`src/rtl/higher_memory_arbiter_pkg.sv`:
```
// Shared types for the higher-memory arbiter: the memory operation encoding
// used on both the cache side and the backing-memory side, the arbiter FSM
// states, and the round-robin winner rule for two requesters.
package torrence_types;

  localparam int XLEN_DEFAULT = 32;

  // Zero value is MEM_NOP so a reset issue register never looks like a real op.
  typedef enum logic [1:0] {
    MEM_NOP   = 2'd0,
    MEM_LOAD  = 2'd1,
    MEM_STORE = 2'd2
  } memory_operation_e;

  typedef enum logic [1:0] {
    ARB_IDLE    = 2'd0,
    ARB_ISSUE   = 2'd1,
    ARB_RESPOND = 2'd2
  } arb_state_e;

  // Two-way round robin: a lone requester wins outright; under contention
  // the requester that did not win last time goes next.
  function automatic logic rr_winner(input logic [1:0] valid,
                                     input logic       last_grant);
    logic win;
    win = 1'b0;
    case (valid)
      2'b01:   win = 1'b0;
      2'b10:   win = 1'b1;
      2'b11:   win = ~last_grant;
      default: win = 1'b0;
    endcase
    return win;
  endfunction

endpackage

```
`src/rtl/higher_memory_arbiter_rr_pick2.sv`:
```
// Combinational round-robin pick between two requesters. Produces whether
// anyone is asking and which index wins; no state of its own, the caller
// owns the last-grant register.
module rr_pick2
  import torrence_types::*;
(
  input  logic [1:0] valid_i,
  input  logic       last_grant_i,
  output logic       any_o,
  output logic       winner_o
);

  // Winner decode from the pending mask and the previous grant.
  always_comb begin
    any_o    = |valid_i;
    winner_o = rr_winner(valid_i, last_grant_i);
  end

endmodule

```
`src/rtl/higher_memory_arbiter.sv`:
```
// Arbitrates the instruction cache (requester 0) and data cache (requester 1)
// onto a single higher-memory port. One transaction at a time:
//   IDLE    -> pick a winner, latch its request into the issue registers
//   ISSUE   -> present the latched request downstream until memory fulfills
//   RESPOND -> one-cycle fulfilled pulse to the winner, loaded word from the
//              shared response register
// Handshake: a requester holds valid and its fields stable until it sees its
// fulfilled pulse; memory sees mem_req_valid held until it pulses
// mem_req_fulfilled, which is only honoured while in ISSUE. Every output is a
// register or a decode of registered state, so no input reaches an output
// combinationally.
module higher_memory_arbiter
  import torrence_types::*;
#(
  parameter int XLEN = XLEN_DEFAULT
) (
  input  logic              clk,
  input  logic              reset_n,

  input  logic [XLEN-1:0]   r0_req_address,
  input  memory_operation_e r0_req_operation,
  input  logic [XLEN-1:0]   r0_req_store_word,
  input  logic              r0_req_valid,
  output logic [XLEN-1:0]   r0_req_loaded_word,
  output logic              r0_req_fulfilled,

  input  logic [XLEN-1:0]   r1_req_address,
  input  memory_operation_e r1_req_operation,
  input  logic [XLEN-1:0]   r1_req_store_word,
  input  logic              r1_req_valid,
  output logic [XLEN-1:0]   r1_req_loaded_word,
  output logic              r1_req_fulfilled,

  output logic [XLEN-1:0]   mem_req_address,
  output memory_operation_e mem_req_operation,
  output logic [XLEN-1:0]   mem_req_store_word,
  output logic              mem_req_valid,
  input  logic [XLEN-1:0]   mem_req_loaded_word,
  input  logic              mem_req_fulfilled,

  output logic              busy
);

  arb_state_e        state_q;
  logic              last_grant_q;
  logic              grant_id_q;
  logic [XLEN-1:0]   issue_address_q;
  memory_operation_e issue_operation_q;
  logic [XLEN-1:0]   issue_store_word_q;
  logic [XLEN-1:0]   resp_word_q;

  logic              pick_any;
  logic              pick_winner;
  logic [XLEN-1:0]   issue_address_d;
  memory_operation_e issue_operation_d;
  logic [XLEN-1:0]   issue_store_word_d;

  rr_pick2 u_pick (
    .valid_i      ({r1_req_valid, r0_req_valid}),
    .last_grant_i (last_grant_q),
    .any_o        (pick_any),
    .winner_o     (pick_winner)
  );

  // Fields of whichever requester the picker selects; only consumed in IDLE.
  always_comb begin
    issue_address_d    = r0_req_address;
    issue_operation_d  = r0_req_operation;
    issue_store_word_d = r0_req_store_word;
    if (pick_winner) begin
      issue_address_d    = r1_req_address;
      issue_operation_d  = r1_req_operation;
      issue_store_word_d = r1_req_store_word;
    end
  end

  // Arbiter FSM with its issue, grant and response registers.
  always_ff @(posedge clk or negedge reset_n) begin
    if (!reset_n) begin
      state_q            <= ARB_IDLE;
      last_grant_q       <= 1'b1;
      grant_id_q         <= 1'b0;
      issue_address_q    <= '0;
      issue_operation_q  <= MEM_NOP;
      issue_store_word_q <= '0;
      resp_word_q        <= '0;
    end else begin
      case (state_q)
        ARB_IDLE: begin
          if (pick_any) begin
            state_q            <= ARB_ISSUE;
            grant_id_q         <= pick_winner;
            last_grant_q       <= pick_winner;
            issue_address_q    <= issue_address_d;
            issue_operation_q  <= issue_operation_d;
            issue_store_word_q <= issue_store_word_d;
          end
        end
        ARB_ISSUE: begin
          if (mem_req_fulfilled) begin
            resp_word_q <= mem_req_loaded_word;
            state_q     <= ARB_RESPOND;
          end
        end
        ARB_RESPOND: begin
          state_q <= ARB_IDLE;
        end
        default: begin
          state_q <= ARB_IDLE;
        end
      endcase
    end
  end

  // Output decode from registered state only.
  always_comb begin
    mem_req_valid      = (state_q == ARB_ISSUE);
    mem_req_address    = issue_address_q;
    mem_req_operation  = issue_operation_q;
    mem_req_store_word = issue_store_word_q;
    r0_req_fulfilled   = (state_q == ARB_RESPOND) && !grant_id_q;
    r1_req_fulfilled   = (state_q == ARB_RESPOND) &&  grant_id_q;
    r0_req_loaded_word = resp_word_q;
    r1_req_loaded_word = resp_word_q;
    busy               = (state_q != ARB_IDLE);
  end

endmodule
```
`config.mk`:
```
export PLATFORM = sky130hd
export DESIGN_NAME = higher_memory_arbiter
export DESIGN_NICKNAME = d
export VERILOG_FILES = /design/src/rtl/higher_memory_arbiter_pkg.sv /design/src/rtl/higher_memory_arbiter_rr_pick2.sv /design/src/rtl/higher_memory_arbiter.sv
export SDC_FILE = /design/constraint.sdc
export NUM_CORES = 1
export LEC_CHECK = 0
export CAP_MARGIN = 10
export CORE_MARGIN = 2
export CORE_UTILIZATION = 25
export CTS_BUF_LIST = sky130_fd_sc_hd__clkbuf_4
export DETAILED_ROUTE_END_ITERATION = 8
export PLACE_DENSITY = 0.67
export SYNTH_ARGS = -nofsm -noshare
export SYNTH_HDL_FRONTEND = slang
export SYNTH_SLANG_ARGS = --single-unit
```
`constraint.sdc`:
```
create_clock -name clk -period 2 [get_ports clk]
set_input_delay 0.6 -clock clk [delete_from_list [all_inputs] [get_ports clk]]
set_output_delay 0.6 -clock clk [all_outputs]
set_load 0.02 [all_outputs]
```
# Word-level counts from Yosys, hierarchy flattened
# Cells that the tools add are included.
[totals] inputBits=169 reg_bits=102 wordCells=30 output_inout_bits=134
[classes] n_reduce_logical=9 eq_ne=6 muxes=7 n_bitwise=1
[ops] op="$mux 32" n=2
[ops] op="$eq 2x2->1 const B" n=3
[ops] op="$mux 2" n=3
[ops] op="$reduce_and 2->1" n=3
[ops] op="$pmux 2 s2" n=1
[ops] op="$eq 2x1->1 const B" n=1
[ops] op="$logic_and 1x1->1" n=2
[ops] op="$logic_not 2->1" n=1
[ops] op="$ne 2x1->1 const B" n=1
[ops] op="$ne 2x2->1 const B" n=1
[ops] op="$pmux 1 s2" n=1
[ops] op="$reduce_bool 2->1" n=1
[ops] op="$reduce_or 2->1" n=1
[ops] op="$logic_not 1->1" n=1
[ops] op="$not 1->1" n=1

# Logic depth before layout (Yosys ltp)
[logic_depth] ltp_word=3 mapped_depth=6 mapped_depth_nobuf=3

# Modules after synthesis
# A second synthesis with hierarchy kept.
[hier_totals] hier_cells=329 hier_area_um2=4944.7
[by_module_without_submodules] mod="higher_memory_arbiter" cells_per_inst=327 n_inst=1 seq_area_each_um2=2553.7 area_each_um2=4931.0
[by_module_without_submodules] mod="rr_pick2" cells_per_inst=2 n_inst=1 seq_area_each_um2=0.0 area_each_um2=13.8

# Least setup slack after synthesis
# No wires, ideal clock.
[synth_path] path_kind="input -> register" from="input r1_req_valid" to="register issue_address_q[2] (netlist: mem_req_address[2])" required_time_ns=1.871 t_arrival_ns=1.405 setup_ns=0.129 cell_stages=5 slack_ns=0.466 path_buffers=2 path_cell_list="a21boi_2 -> buf_4 -> buf_2 -> a211oi_1 -> a2bb2oi_2"
[synth_between] elab_chain_cells=3 elab_cells_between_ends=6 classes_between="eq/ne (2); mux (2); reduce/logical (2)"
[synth_lines] element="start, declared" line="higher_memory_arbiter.sv:30" rtl="input logic r1_req_valid,"
[synth_lines] element="$eq 2x2->1" line="higher_memory_arbiter_pkg.sv:27" rtl="case (valid)"
[synth_lines] element="$pmux 1 s2" line="higher_memory_arbiter_pkg.sv:27"
[synth_lines] element="$mux 32" line="higher_memory_arbiter.sv:70" rtl="if (pick_winner) begin"
[synth_lines] element="end signal, assigned" line="higher_memory_arbiter.sv:94" rtl="issue_address_q <= issue_address_d;"
[synth_lines] element="end, declared" line="higher_memory_arbiter.sv:47" rtl="logic [XLEN-1:0] issue_address_q;"
# Parallel ways exist; a longest one is shown, timed or not.
# A chain may end at the register's enable or synchronous reset.

# Worst setup path in the final report
[layout_path] from="register state_q[1]" to="output busy"
[layout_between] elab_chain_cells=1
[layout_lines] element="start, declared" line="higher_memory_arbiter.sv:44" rtl="arb_state_e state_q;"
[layout_lines] element="start signal, assigned" line="higher_memory_arbiter.sv:80" rtl="state_q <= ARB_IDLE;"
[layout_lines] element="start signal, assigned" line="higher_memory_arbiter.sv:91" rtl="state_q <= ARB_ISSUE;"
[layout_lines] element="start signal, assigned" line="higher_memory_arbiter.sv:102" rtl="state_q <= ARB_RESPOND;"
[layout_lines] element="$reduce_bool 2->1" line="higher_memory_arbiter.sv:125" rtl="busy = (state_q != ARB_IDLE);"
[layout_lines] element="end, declared" line="higher_memory_arbiter.sv:41" rtl="output logic busy"
# No other way between the ends.

==> flow_summary.json <==
{
  "crit_family": "flip-flops",
  "postLayoutSetupSlackWorst_ns": 0.0826,
  "finalWeightedCongestion": 0.761,
  "finalMaxSlewViolations": 0,
  "routed_wl_mm": 16.4,
  "root_buffer": "clkbuf_4",
  "worstPathRequired_ns": 1.40,
  "outcome": "completed",
  "fmax_mhz": 522,
  "avgViaCountPerCell": 4.54,
  "area_growth_pct": 65.3,
  "layout-drive-gt1-share": 0.132,
  "r2r_end": "mem_req_store_word[24]",
  "ys_seq_elements": 102,
  "io_pins": 303,
  "worst-setup-path-type": "reg2out",
  "hold_path.class": "in2async",
  "tightest_slew_ns": 0.583,
  "synthMuxAreaShare": 0.0783,
  "hold_violations": 0,
  "worst_setup_path_start_kind": "register",
  "cts_tree": "built",
  "drt-initial-drc-count": 116,
  "met3_length_mm": 1.25,
  "setup_viol_count_final": 0,
  "rr_worst_depth": 5,
  "n_fill_cell": 1887,
  "ir_worst_vdd_mv": 0.621,
  "grt-ovfl-total": 0,
  "ys_warn_count": 0,
  "wirelength_met1_mm": 6.82,
  "antenna_found_initial": 1,
  "port_buffers": 302,
  "dp_hpwl_mm": 11.6,
  "post-cts-setup-buffers": 0,
  "crit_cells": 2,
  "rrSetupSlack_ns": 0.25,
  "min_period_ns": 1.92,
  "synth_adder_area_share": 0,
  "rsz0062_at_grt": "yes",
  "synth_xor_area_frac": 0,
  "wl_met2_mm": 8.00,
  "grt_pass1_wl_mm": 24.8,
  "powerDensity_mw_per_mm2": 1480,
  "start_util": 0.253,
  "grt_max_degree": 102,
  "synth_compound_area_frac": 0.237,
  "stdcell_count": 950,
  "drt.antenna.violating_nets": 0,
  "grt_pass1_vias": 4395,
  "clk_latency_ns": 0.47,
  "setup_tns_ns": 0,
  "r2r-start": "state_q[1]",
  "ys_types": 23,
  "die_h_um": 144,
  "ys_seq_area_frac": 0.522,
  "crit_end": "busy",
  "cts_buffer_depth": 2,
  "fp-row-count": 51,
  "crit_start": "state_q[1]",
  "fin_worst_skew_ns": 0.0159,
  "dieArea_mm2": 0.0207,
  "cts_buffers": 9,
  "placed_area_mm2": 0.00808,
  "path_buf_inv": 1,
  "drc": 0,
  "vias": 4317,
  "avgSynthCellArea_um2": 11.7,
  "final_core_util": 0.418,
  "layout.nets": 849,
  "design_area_mm2": 0.00809,
  "wire_per_inst_um": 17.2,
  "leakage_nw": 3.43,
  "cts.sinks": 102,
  "slew_headroom": 0.611,
  "dp_slack_ns": -0.0816,
  "end_kind": "output port",
  "maxCapViolCount": 0,
  "path_cells": "or2_4 > buf_6",
  "ctsHtreeMaxLevel": 3,
  "slowest_delay_ns": 0.44,
  "finalCritPeriodShare": 0.959,
  "synth_top_family_by_area": "compound AO/OA/AOI/OAI gates",
  "core_area_mm2": 0.0193,
  "path_clk_slew_ns": 0.18,
  "syn_nets": 586,
  "die_w_um": 144,
  "yosys.area_share.simple": 0.0645,
  "cp_slowest_cell": "dfrtp_1",
  "syn_area_mm2": 0.00489,
  "grt_usage": 0.156,
  "worstPathMaxFanout": 4,
  "cp_data_arrival_time_ns": 1.32,
  "place_inst": 933,
  "highest-signal-layer": "met4",
  "dr.pass1.iters": 4,
  "syn_inst": 417
}
[worst register-to-register path, stage by stage (launching register included)]
cell and delay, ns:
dfrtp_1 0.44, or2_4 0.28, buf_6 0.28, nor2_8 0.24, buf_12 0.22, a2bb2oi_1 0.21
[final cells by class]
class | count | area [um2] | area share
clock buffer | 9 | 67.6 | 0.00836
clock inverter | 6 | 86.3 | 0.0107
multi-input combinational | 242 | 1870 | 0.231
inverter | 2 | 7.51 | 0.000928
sequential | 102 | 2550 | 0.316
antenna | 1 | 2.50 | 0.000309
timing repair buffer | 323 | 3170 | 0.391
tap | 265 | 332 | 0.0410
[worst min path at each step]
| stage | to | slack, ns | depth (start not counted) |
|---|---|---|---|
| floorplan | grant_id_q | 0.30 | 0 |
| global placement | r0_req_loaded_word[12] | 0.39 | 1 |
| detailed placement | r0_req_loaded_word[12] | 0.39 | 1 |
| CTS | r0_req_loaded_word[12] | 0.36 | 2 |
| global route | r0_req_loaded_word[12] | 0.37 | 2 |
| finish | r0_req_loaded_word[12] | 0.42 | 2 |
[sequential cells by signal, indices dropped and copies added (netlist names)]
name and count:
mem_req_address 32, mem_req_store_word 32, r0_req_loaded_word 32, mem_req_operation 2
state_q 2, grant_id_q 1, last_grant_q 1
[synth_stat cells, drive strengths merged]
cell	count	area share
buf	61	0.089
a21bo	1	0.0020
nor3b	1	0.0015
inv	2	0.0015
a2bb2oi	66	0.13
and2b	1	0.0015
or2	1	0.0013
nand2	67	0.052
dfrtp	101	0.52
mux2	34	0.078
nor2	2	0.0064
and3b	1	0.0018
clkbuf	10	0.0077
a211oi	66	0.10
a21boi	1	0.0023
dfstp	1	0.0054
a21o	1	0.0015
[where the power goes]
part           switching (W)  leakage [nW]  internal, W
sequential          0.000680          1.16      0.00311
combinational        0.00373          2.19      0.00322
clock               0.000740        0.0838     0.000502
total                0.00515          3.43      0.00683
[what timing repair did]
item / 4_1_cts / 5_1_grt
hold buffers: 1 / 0
endpoints found under the hold margin: 1 / 0
pin swaps: 0 / 1
endpoints found under the setup margin: 134 / 16
resized for setup: 155 / 4
[cells in the final DEF, fill, tap and decap left out, types with 2 or more instances in the layout]
master and n:
clkbuf_4 9, bufinv_16 2, dlygate4sd2_1 130, buf_12 12
mux2_2 34, a2bb2oi_2 9, dfrtp_1 101, buf_6 2
a211oi_1 66, clkdlybuf4s50_1 167, nand2_1 66, buf_4 11
a2bb2oi_1 57, inv_1 2
[kinds of logic (layout without fill, tap and decap cells)]
group | count (synthesis) | in the layout
AO/OA/AOI/OAI | 135 | 135
buffers and inverters | 73 | 340
flip-flops | 102 | 102
multiplexers | 34 | 34
other | 0 | 1
AND/OR/NAND/NOR | 73 | 73
[metal layers]
metal  vias up  track usage
met5         -            0
li1       2036            -
met1      2096        0.190
met2       165        0.265
met4         0       0.0588
met3        20       0.0387
[through the flow]
stage	total power [W]	hold slack, ns
after floorplan	0.00847	0.304
final	0.0120	0.422
after global routing	0.0128	0.369
after detailed placement	0.0119	0.391
after global placement	0.0118	0.391
after CTS	0.0121	0.361
(Power assumes the default switching activity.)
